$ cat config.mk
export PLATFORM = sky130hd
export DESIGN_NAME = mul_seq_radix4_flat
export DESIGN_NICKNAME = d
export VERILOG_FILES = /design/src/rtl/mul_seq_radix4_pkg.sv /design/src/rtl/mul_seq_radix4_if.sv /design/src/rtl/mul_seq_radix4_pp_step.sv /design/src/rtl/mul_seq_radix4.sv /design/src/flat_wrapper.sv
export SDC_FILE = /design/constraint.sdc
export NUM_CORES = 1
export LEC_CHECK = 0
export ABC_AREA = 1
export BUFFER_PORTS_ARGS = -buffer_cell sky130_fd_sc_hd__clkbuf_2
export CAP_MARGIN = 5
export CORE_MARGIN = 2
export CORE_UTILIZATION = 45
export CTS_BUF_LIST = sky130_fd_sc_hd__clkbuf_16
export CTS_CLUSTER_DIAMETER = 30
export CTS_CLUSTER_SIZE = 20
export DETAILED_ROUTE_END_ITERATION = 12
export GPL_TIMING_DRIVEN = 0
export HOLD_SLACK_MARGIN = 0.06
export MAX_ROUTING_LAYER = met4
export PLACE_DENSITY = 0.75
export SETUP_SLACK_MARGIN = 0.3
export SKIP_CTS_REPAIR_TIMING = 1
export SLEW_MARGIN = 30
export SYNTH_ARGS = -nofsm -noshare
export SYNTH_HDL_FRONTEND = slang
export SYNTH_SLANG_ARGS = --single-unit
$ cat constraint.sdc
create_clock -name clk -period 3.3 [get_ports clk]
set_input_delay 0.66 -clock clk [delete_from_list [all_inputs] [get_ports clk]]
set_output_delay 0.66 -clock clk [all_outputs]
set_load 0.02 [all_outputs]
$ cat src/rtl/mul_seq_radix4_pkg.sv
// Shared types and helpers for the sequential radix-4 multiplier.
//   mul_state_e : FSM state encoding (IDLE / CALC / DONE)
//   cnt_width() : step-counter width, clog2 of the step count with a minimum of 1
package mul_seq_radix4_pkg;

  typedef enum logic [1:0] {
    MUL_IDLE = 2'd0,
    MUL_CALC = 2'd1,
    MUL_DONE = 2'd2
  } mul_state_e;

  // Counter width able to index 0..steps-1, never narrower than one bit.
  function automatic int unsigned cnt_width(input int unsigned steps);
    return (steps <= 1) ? 1 : $clog2(steps);
  endfunction

endpackage

$ cat src/rtl/mul_seq_radix4_if.sv
// Operand/result handshake bundle for mul_seq_radix4.
//   in_valid/in_ready   : operand handshake carrying a, b, is_signed
//   out_valid/out_ready : result handshake carrying p (2*WIDTH bits)
//   busy                : multiplier is in CALC or DONE
// master = producer/consumer side, slave = multiplier side.
interface mul_seq_radix4_if #(
  parameter int unsigned WIDTH = 8
) ();

  logic                   in_valid;
  logic                   in_ready;
  logic [WIDTH-1:0]       a;
  logic [WIDTH-1:0]       b;
  logic                   is_signed;
  logic                   out_valid;
  logic                   out_ready;
  logic [2*WIDTH-1:0]     p;
  logic                   busy;

  modport master (
    output in_valid, a, b, is_signed, out_ready,
    input  in_ready, out_valid, p, busy
  );

  modport slave (
    input  in_valid, a, b, is_signed, out_ready,
    output in_ready, out_valid, p, busy
  );

endinterface

$ cat src/rtl/mul_seq_radix4_pp_step.sv
// One radix-4 accumulate step: acc_o = acc_i + a_mag_i * b2_i.
//   a_mag_i : WIDTH-bit unsigned multiplicand magnitude
//   b2_i    : two multiplier bits retired this step (selects 0/A/2A/3A)
//   acc_i   : WIDTH-bit upper accumulator window
//   acc_o   : WIDTH+2-bit sum (cannot overflow: < 2^W + 3*(2^W-1))
module mul_pp_step #(
  parameter int unsigned WIDTH = 8
) (
  input  logic [WIDTH-1:0] a_mag_i,
  input  logic [1:0]       b2_i,
  input  logic [WIDTH-1:0] acc_i,
  output logic [WIDTH+1:0] acc_o
);

  localparam int unsigned SW = WIDTH + 2;

  logic [SW-1:0] pp_c;

  // Partial-product select; 3A is built from A + 2A.
  always_comb begin
    pp_c = '0;
    case (b2_i)
      2'd0:    pp_c = '0;
      2'd1:    pp_c = SW'(a_mag_i);
      2'd2:    pp_c = SW'({a_mag_i, 1'b0});
      default: pp_c = SW'(a_mag_i) + SW'({a_mag_i, 1'b0});
    endcase
    acc_o = pp_c + SW'(acc_i);
  end

endmodule

$ cat src/rtl/mul_seq_radix4.sv
// Iterative radix-4 shift-add multiplier, WIDTH/2 steps per product.
//   clk, rst : single clock, synchronous active-high reset
//   bus      : slave side of mul_seq_radix4_if (operands in, product out)
// Signed mode multiplies magnitudes and negates the product as it is written
// to p on the CALC->DONE edge. Low product bits are retired two per step into
// lo_q; the upper window hi_q is re-added each step and shifted right by two.
module mul_seq_radix4
  import mul_seq_radix4_pkg::*;
#(
  parameter int unsigned WIDTH = 8
) (
  input  logic              clk,
  input  logic              rst,
  mul_seq_radix4_if.slave   bus
);

  localparam int unsigned STEPS = WIDTH / 2;
  localparam int unsigned CW    = cnt_width(STEPS);
  localparam int unsigned PW    = 2 * WIDTH;
  localparam int unsigned LW    = WIDTH - 2;

  mul_state_e        state_q;
  logic [CW-1:0]     cnt_q;
  logic [WIDTH-1:0]  a_mag_q;
  logic [WIDTH-1:0]  b_q;
  logic              neg_q;
  logic [WIDTH-1:0]  hi_q;
  logic [LW-1:0]     lo_q;
  logic [PW-1:0]     p_q;
  logic              in_ready_q;
  logic              out_valid_q;
  logic              busy_q;

  logic [WIDTH-1:0]  a_abs_c;
  logic [WIDTH-1:0]  b_abs_c;
  logic [WIDTH+1:0]  sum_c;
  logic [PW-1:0]     full_c;
  logic [PW-1:0]     p_next_c;
  logic              last_c;

  // Operand magnitudes; the most-negative value maps to 2^(W-1) unchanged.
  always_comb begin
    a_abs_c = bus.a;
    b_abs_c = bus.b;
    if (bus.is_signed && bus.a[WIDTH-1]) a_abs_c = -bus.a;
    if (bus.is_signed && bus.b[WIDTH-1]) b_abs_c = -bus.b;
  end

  mul_pp_step #(.WIDTH(WIDTH)) u_pp_step (
    .a_mag_i (a_mag_q),
    .b2_i    (b_q[1:0]),
    .acc_i   (hi_q),
    .acc_o   (sum_c)
  );

  // On the final step sum_c is the top W+2 bits and lo_q the bottom W-2.
  always_comb begin
    last_c   = (cnt_q == CW'(STEPS - 1));
    full_c   = {sum_c, lo_q};
    p_next_c = neg_q ? -full_c : full_c;
  end

  // FSM with registered outputs and datapath registers.
  always_ff @(posedge clk) begin
    if (rst) begin
      state_q     <= MUL_IDLE;
      cnt_q       <= '0;
      a_mag_q     <= '0;
      b_q         <= '0;
      neg_q       <= 1'b0;
      hi_q        <= '0;
      lo_q        <= '0;
      p_q         <= '0;
      in_ready_q  <= 1'b1;
      out_valid_q <= 1'b0;
      busy_q      <= 1'b0;
    end else begin
      case (state_q)
        MUL_IDLE: begin
          if (bus.in_valid && in_ready_q) begin
            a_mag_q    <= a_abs_c;
            b_q        <= b_abs_c;
            neg_q      <= bus.is_signed & (bus.a[WIDTH-1] ^ bus.b[WIDTH-1]);
            hi_q       <= '0;
            lo_q       <= '0;
            cnt_q      <= '0;
            in_ready_q <= 1'b0;
            busy_q     <= 1'b1;
            state_q    <= MUL_CALC;
          end
        end
        MUL_CALC: begin
          hi_q  <= sum_c[WIDTH+1:2];
          b_q   <= b_q >> 2;
          cnt_q <= cnt_q + CW'(1);
          if (last_c) begin
            p_q         <= p_next_c;
            out_valid_q <= 1'b1;
            state_q     <= MUL_DONE;
          end else begin
            // Two product bits become final each non-final step.
            lo_q[{cnt_q, 1'b0} +: 2] <= sum_c[1:0];
          end
        end
        MUL_DONE: begin
          if (bus.out_ready) begin
            out_valid_q <= 1'b0;
            in_ready_q  <= 1'b1;
            busy_q      <= 1'b0;
            state_q     <= MUL_IDLE;
          end
        end
        default: begin
          out_valid_q <= 1'b0;
          in_ready_q  <= 1'b1;
          busy_q      <= 1'b0;
          state_q     <= MUL_IDLE;
        end
      endcase
    end
  end

  assign bus.in_ready  = in_ready_q;
  assign bus.out_valid = out_valid_q;
  assign bus.p         = p_q;
  assign bus.busy      = busy_q;

endmodule
$ cat src/flat_wrapper.sv
// flat-port wrapper written by rule: the top's interface ports become plain ports
module mul_seq_radix4_flat import mul_seq_radix4_pkg::*;
#(
  parameter int unsigned WIDTH = 8
)
  (clk, rst, bus_in_valid, bus_a, bus_b, bus_is_signed, bus_out_ready, bus_in_ready, bus_out_valid, bus_p, bus_busy);
  mul_seq_radix4_if #(.WIDTH(WIDTH)) bus_i ();
  input  logic clk;
  input  logic rst;
  input wire logic [$bits(bus_i.in_valid)-1:0] bus_in_valid;
  input wire logic [$bits(bus_i.a)-1:0] bus_a;
  input wire logic [$bits(bus_i.b)-1:0] bus_b;
  input wire logic [$bits(bus_i.is_signed)-1:0] bus_is_signed;
  input wire logic [$bits(bus_i.out_ready)-1:0] bus_out_ready;
  output wire logic [$bits(bus_i.in_ready)-1:0] bus_in_ready;
  output wire logic [$bits(bus_i.out_valid)-1:0] bus_out_valid;
  output wire logic [$bits(bus_i.p)-1:0] bus_p;
  output wire logic [$bits(bus_i.busy)-1:0] bus_busy;
  assign bus_i.in_valid = bus_in_valid;
  assign bus_i.a = bus_a;
  assign bus_i.b = bus_b;
  assign bus_i.is_signed = bus_is_signed;
  assign bus_i.out_ready = bus_out_ready;
  assign bus_in_ready = bus_i.in_ready;
  assign bus_out_valid = bus_i.out_valid;
  assign bus_p = bus_i.p;
  assign bus_busy = bus_i.busy;
  mul_seq_radix4 #(.WIDTH(WIDTH)) u_core (.clk(clk), .rst(rst), .bus(bus_i));
endmodule
==> impl_metrics.env, run 1 <==
export IMPL_status="finished, final reports clean"
export IMPL_most_common_layout_cells="nand2_1 (126), inv_1 (76), a21oi_1 (56)"
export IMPL_setup_viol=0
export IMPL_r2r_slack_ns=0.17
export IMPL_rsz0062_at_grt="yes"
export IMPL_ys_seq_elements=54
export IMPL_dieArea_um2=8840
export IMPL_grt_util_met3=0.0313
export IMPL_worstSetupEndpointType="flip-flop"
export IMPL_synth_main_ff_cell="dfxtp_1"
export IMPL_clock_sinks=54
export IMPL_grt_overflow_total=0
export IMPL_first_pass_iters=5
export IMPL_viasPerCell=5.38
export IMPL_syn_to_final_growth_pct=19.1
export IMPL_multi_input_area_um2=2350
export IMPL_dpl_worst_slack_ns=-0.0127
export IMPL_path_cells="ha_4, fa_2, nand3_2, nand2_2, a21oi_2, o21ai_2, xor2_1, o221ai_1, ha_1, a21oi_1, nand3_4, nand4_1, nand2_4, nand2_2, nand2_1, nand2_1, nand3_1, nand2_1, inv_1"
export IMPL_die_h_um=94.0
export IMPL_cp_arrival_ns=3.33
export IMPL_p_leak_nw=2.05
export IMPL_htree_levels=2
export IMPL_timing_final_crit_share=0.949
export IMPL_crit_buf_inv=1
export IMPL_seq_area_um2=1100
export IMPL_syn_inst=546
export IMPL_drt_iter0_markers=236
export IMPL_drive_gt1_frac=0.185
export IMPL_io_buffers=38
export IMPL_cts_tree="yes"
export IMPL_yosys_cell_types_count=42
export IMPL_start_util=0.467
export IMPL_worst_pin_slew_ns=0.622
export IMPL_num_vias=3775
export IMPL_worstSkewPairLatency_ns=0.29
export IMPL_use_met2=0.367
export IMPL_clkTransAtPathRegs_ns=0.07
export IMPL_syn_area_um2=3650
export IMPL_root_buffer="clkbuf_16"
export IMPL_path_common_cell="nand2_1"
export IMPL_r2r_cells=19
export IMPL_hpwl_um=7010
export IMPL_grt_pass1_vias=3587
export IMPL_nNetsFinal=645
export IMPL_grt_max_degree=16
export IMPL_period_needed_ns=3.13
export IMPL_drc_errors=0
export IMPL_avgSynthCellArea_um2=6.68
export IMPL_final_setup_skew_ns=0.00791
export IMPL_synth_edff_count=0
export IMPL_n_antenna_cell=0
export IMPL_whs_path_depth=2
export IMPL_crit_type="reg2reg"
export IMPL_cts_buffer_depth=2
export IMPL_io_pins=40
export IMPL_fp_row_count=32
export IMPL_routed_wl_um=9550
export IMPL_busiest_layer="met2"
export IMPL_p_per_area_nw_per_um2=391
export IMPL_critPathTopFamily="adder cells"
export IMPL_hold_class="reg2reg"
export IMPL_critPathRequiredTime_ns=3.50
export IMPL_final_setup_worst_slack_ns=0.168
export IMPL_cap_violations=0
export IMPL_final_common_cell="nand2_1"
export IMPL_timing_rr_end="u_core.bus.p[15]$_SDFFE_PP0P_"
export IMPL_whs_ns=0.465
export IMPL_fp_dieW_um=94.0
export IMPL_fillers=763
export IMPL_synth_seq_area_share=0.296
export IMPL_gp_congestion=0.899
export IMPL_syn_nets=592
export IMPL_hp_start="u_core.b_q[6]$_SDFFE_PP0P_"
export IMPL_start_kind="flip-flop"
export IMPL_slowest_delay_ns=0.40
export IMPL_drv_slew=0
export IMPL_grtUsageMet1=0.271
export IMPL_critPathSlowestCell="fa_2"
export IMPL_whs_endpoint="u_core.b_q[6]$_SDFFE_PP0P_"
export IMPL_grtUsageTotal=0.220
export IMPL_fmax_mhz=319
export IMPL_peakVddDrop_uv=319
export IMPL_hold_viol=0
export IMPL_avgRoutedWirePerCell_um=13.6
export IMPL_antenna_found_initial=0
export IMPL_cts_buffers=5
export IMPL_grt_pass1_wl_um=15400
export IMPL_finish_instance_area_um2=4340
export IMPL_ys_warn_count=0
export IMPL_placed_cell_area_um2=3960
export IMPL_antenna_left=0
export IMPL_relSlewSlack=0.585
export IMPL_crit_fanout=4
export IMPL_core_area_um2=7810
export IMPL_worstReg2RegStart="u_core.a_mag_q[0]$_SDFFE_PP0P_"
export IMPL_async_flop_share=0
-- where the power goes --
part           switching (mW)  internal, mW
registers              0.0436         0.689
clock network           0.234         0.275
logic                   0.284         0.172
total                   0.562          1.14
-- worst reg2reg max path: cells and delay by family, from the launching register on --
kind                       cells  cell delay [ns]
AOI/OAI and AO/OA              4             0.68
xor gates and xnor gates       1             0.20
adders and majority gates      3             0.92
buffers and inverters          1             0.03
DFF                            1             0.37
and+or+nand+nor               10             0.82
-- per-layer routing --
metal | part of all wire | vias up
li1 | - | 1896
met1 | 0.45 | 1771
met2 | 0.49 | 88
met3 | 0.040 | 20
met4 | 0.021 | 0
met5 | 0 | -
-- worst max-delay path by stage --
stage | from | end | slack [ns] | depth (start not counted)
after global routing | u_core.a_mag_q[0]$_SDFFE_PP0P_ | u_core.bus.p[15]$_SDFFE_PP0P_ | -0.05 | 19
after global placement | u_core.a_mag_q[1]$_SDFFE_PP0P_ | u_core.bus.p[15]$_SDFFE_PP0P_ | 0.04 | 19
final | u_core.a_mag_q[0]$_SDFFE_PP0P_ | u_core.bus.p[15]$_SDFFE_PP0P_ | 0.17 | 19
after floorplan | u_core.a_mag_q[1]$_SDFFE_PP0P_ | u_core.bus.p[15]$_SDFFE_PP0P_ | 0.36 | 19
after detailed placement | u_core.a_mag_q[1]$_SDFFE_PP0P_ | u_core.bus.p[15]$_SDFFE_PP0P_ | -0.01 | 19
after CTS | u_core.a_mag_q[1]$_SDFFE_PP0P_ | u_core.bus.p[15]$_SDFFE_PP0P_ | -0.04 | 19
-- registers in the layout, summed over array words and instances (netlist names), 2 cells and up --
signal          count
u_core.lo_q         6
u_core.hi_q         8
u_core.a_mag_q      8
u_core.bus.p       16
u_core.cnt_q        2
u_core.b_q          8
u_core.state_q      2
-- through the flow --
stage | cells | utilization | total power [mW] | TNS (ns)
after global routing | 702 | 0.556 | 1.79 | -0.0522
after floorplan | 546 | - | 1.05 | 0
after CTS | 694 | 0.525 | 1.66 | -0.0447
after detailed placement | 686 | 0.508 | 1.15 | -0.0127
after global placement | 686 | 0.508 | 1.14 | 0
final | 702 | 0.556 | 1.70 | 0
-- synth_stat cells (6+ instances only) --
library cell / number / share of area
ha_1: 23 / 0.079
a21oi_1: 61 / 0.084
a31oi_1: 7 / 0.012
nand2_2: 6 / 0.010
dfxtp_1: 54 / 0.30
nand2_1: 133 / 0.14
xor2_1: 14 / 0.034
nor3_1: 7 / 0.0096
nor2_1: 33 / 0.034
clkbuf_1: 10 / 0.010
o21ai_0: 35 / 0.048
o221ai_1: 6 / 0.014
xnor2_1: 7 / 0.017
nand3_1: 26 / 0.036
inv_1: 76 / 0.078
-- cell type report --
type,instances,share of cell area
buffer,16,0.0182
clock buffer,5,0.0288
clock inverter,3,0.00288
inverter,80,0.0692
multi-input combinational,396,0.541
sequential,54,0.252
tap,102,0.0294
timing repair buffer,46,0.0576
-- kinds of logic after synthesis --
family | count (synthesis) | share of synthesized area
xor gates and xnor gates | 22 | 0.0549
AOI/OAI and AO/OA | 126 | 0.194
and+or+nand+nor | 223 | 0.260
buffers and inverters | 96 | 0.104
adders and majority gates | 25 | 0.0899
DFF | 54 | 0.297
(Power assumes the default switching activity.)
==> run 2: changes to the inputs <==
--- a/config.mk
+++ b/config.mk
@@ -23,4 +23,5 @@
 export SLEW_MARGIN = 30
 export SYNTH_ARGS = -nofsm -noshare
 export SYNTH_HDL_FRONTEND = slang
+export SYNTH_HIERARCHICAL = 1
 export SYNTH_SLANG_ARGS = --single-unit
==> constraint.sdc (replaced) <==
create_clock -name clk -period 3.3 [get_ports clk]
set_input_delay 0.33 -clock clk [delete_from_list [all_inputs] [get_ports clk]]
set_output_delay 0.33 -clock clk [all_outputs]
set_load 0.02 [all_outputs]
==> impl_metrics.env, run 2 <==
export IMPL_status="finished, final reports clean"
export IMPL_setup_viol=0
export IMPL_htree_levels=2
export IMPL_syn_nets=631
export IMPL_grt_pass1_vias=3576
export IMPL_placed_cell_area_um2=4110
export IMPL_yosysMostFrequentCell="nand2_1"
export IMPL_hpwl_um=7120
export IMPL_drc_errors=0
export IMPL_io_pins=40
export IMPL_ys_warn_count=6
export IMPL_start_kind="flip-flop"
export IMPL_root_buffer="clkbuf_16"
export IMPL_rsz0062_at_grt="yes"
export IMPL_p_leak_nw=2.19
export IMPL_clock_sinks=54
export IMPL_nNetsFinal=687
export IMPL_routed_wl_um=9680
export IMPL_syn_inst=584
export IMPL_grtUsageTotal=0.220
export IMPL_finish_instance_area_um2=4610
export IMPL_syn_to_final_growth_pct=22.0
export IMPL_gp_congestion=0.908
export IMPL_dpl_worst_slack_ns=0.0243
export IMPL_whs_ns=0.251
export IMPL_grt_overflow_total=0
export IMPL_synth_top_cell_by_area="dfxtp_1"
export IMPL_async_flop_share=0
export IMPL_drv_slew=0
export IMPL_synth_edff_count=0
export IMPL_n_antenna_cell=0
export IMPL_drt_iter0_markers=254
export IMPL_peakVddDrop_uv=260
export IMPL_cts_tree="yes"
export IMPL_fin_setup_tns_ns=0
export IMPL_antenna_found_initial=0
export IMPL_avgSynthCellArea_um2=6.48
export IMPL_yosys_cell_types_count=38
export IMPL_die_h_um=95.7
export IMPL_final_common_cell="nand2_1"
export IMPL_cp_arrival_ns=3.24
export IMPL_clkTransAtPathRegs_ns=0.07
export IMPL_timing_final_crit_share=0.923
export IMPL_relSlewSlack=0.625
export IMPL_synth_seq_area_share=0.286
export IMPL_cap_violations=0
export IMPL_ys_seq_elements=54
export IMPL_viasPerCell=5.20
export IMPL_worst_pin_slew_ns=0.563
export IMPL_synth_area_leaders="dfxtp_1 (29%), nand2_1 (15%), ha_1 (7.9%), inv_1 (7.7%), a21oi_1 (7.3%)"
export IMPL_hold_viol=0
export IMPL_most_common_layout_cells="nand2_1 (145), inv_1 (76), a21oi_1 (49)"
export IMPL_fp_row_count=33
export IMPL_num_vias=3882
export IMPL_cts_buffer_depth=2
export IMPL_avgRoutedWirePerCell_um=13.0
export IMPL_start_util=0.463
export IMPL_synth_commonest_cells="nand2_1 (153), inv_1 (78), a21oi_1 (55), dfxtp_1 (54), nor2_1 (47)"
export IMPL_critPathRequiredTime_ns=3.50
export IMPL_grt_pass1_wl_um=15800
export IMPL_dieArea_um2=9150
export IMPL_hold_class="in2reg"
export IMPL_crit_type="reg2reg"
export IMPL_crit_fanout=5
export IMPL_cts_buffers=5
export IMPL_fp_dieW_um=95.7
export IMPL_core_area_um2=8180
export IMPL_period_needed_ns=3.05
export IMPL_grt_max_degree=18
export IMPL_fmax_mhz=328
export IMPL_synth_main_ff_cell="dfxtp_1"
export IMPL_first_pass_iters=7
export IMPL_syn_area_um2=3780
export IMPL_synth_top_area_frac=0.286
export IMPL_final_setup_worst_slack_ns=0.254
export IMPL_largest_reg_flops=16
export IMPL_utilization=0.564
export IMPL_drive_gt1_frac=0.207
export IMPL_p_per_area_nw_per_um2=394
export IMPL_final_setup_skew_ns=0.00451
export IMPL_antenna_left=0
export IMPL_worstSkewPairLatency_ns=0.30
export IMPL_worstSetupEndpointType="flip-flop"
export IMPL_io_buffers=39
run 2: cell types whose count changed in the layout (fill, tap and decap cells not counted), sizes merged, moves of 5 or more:
cell	before	now
a21oi	62	57
buf	14	20
nand2	139	156
nand3	26	39
nor2	38	53
nor3	8	3
o21ai	37	48
o21bai	0	5
o221ai	6	1
xnor2	7	2
run 2: worst max-delay path: stages (launching register included):
cell and delay (ns):
dfxtp_4 0.38, ha_4 0.14, inv_2 0.04, fa_2 0.37, inv_2 0.09, nand3_2 0.07
nand2_2 0.10, xnor2_2 0.12, a21oi_2 0.07, ha_1 0.36, nand2_1 0.13, inv_1 0.07
a21oi_2 0.12, nand2_2 0.09, xor2_2 0.18, nor2_1 0.10, nand2_1 0.07, nor2_2 0.11
nand2_1 0.06, nand2_1 0.05, nand2_1 0.04, nand2_1 0.05, nand3_1 0.06, nand2_1 0.07
inv_1 0.03
run 2: cell type report:
class	instances	area (µm²)
multi-input cells	429	2540
flip-flops and latches	54	1100
fillers	771	3560
clock inverters	3	43.8
well taps	105	131
repair buffers	49	283
inverters	85	322
clock buffers	5	125
plain buffers	16	75.1
run 2: logic make-up after synthesis:
family,Yosys count,share of synthesized area
AO/OA/AOI/OAI,128,0.186
adder cells (fa/ha/maj),26,0.0900
flip-flops,54,0.286
XOR/XNOR,17,0.0394
buffers and inverters,101,0.105
AND/OR/NAND/NOR,258,0.294
run 2: power breakdown:
| part | switching [mW] | leakage (nW) | internal [mW] |
|---|---|---|---|
| logic | 0.309 | 1.66 | 0.179 |
| registers | 0.0382 | 0.443 | 0.686 |
| clock network | 0.246 | 0.0842 | 0.360 |
run 2: stage by stage:
step / power (mW) / instances
6_report: 1.82 / 746
5_1_grt: 1.92 / 746
4_1_cts: 1.77 / 736
3_5_place_dp: 1.16 / 728
3_3_place_gp: 1.15 / 728
2_1_floorplan: 1.05 / 584
run 2: final timing paths:
| path | startpoint | to | slack [ns] | cells after the start |
|---|---|---|---|---|
| setup / recovery | u_core/a_mag_q[1]$_SDFFE_PP0P_ | u_core/bus.p[14]$_SDFFE_PP0P_ | 0.25 | 24 |
| hold reg to reg | u_core/b_q[6]$_SDFFE_PP0P_ | u_core/b_q[6]$_SDFFE_PP0P_ | 0.47 | 2 |
| setup reg to reg | u_core/a_mag_q[1]$_SDFFE_PP0P_ | u_core/bus.p[14]$_SDFFE_PP0P_ | 0.25 | 24 |
| hold / removal | rst | u_core/b_q[0]$_SDFFE_PP0P_ | 0.25 | 2 |
run 2: per-layer routing:
metal  wire length [µm]  up-vias  global-route usage  share of wire
li1                   -     1991                   -              -
met1               4310     1766               0.272           0.45
met2               4650      106               0.356           0.48
met3                496       19              0.0419          0.051
met4                216        0              0.0833          0.022
met5                  0        -                   -              0
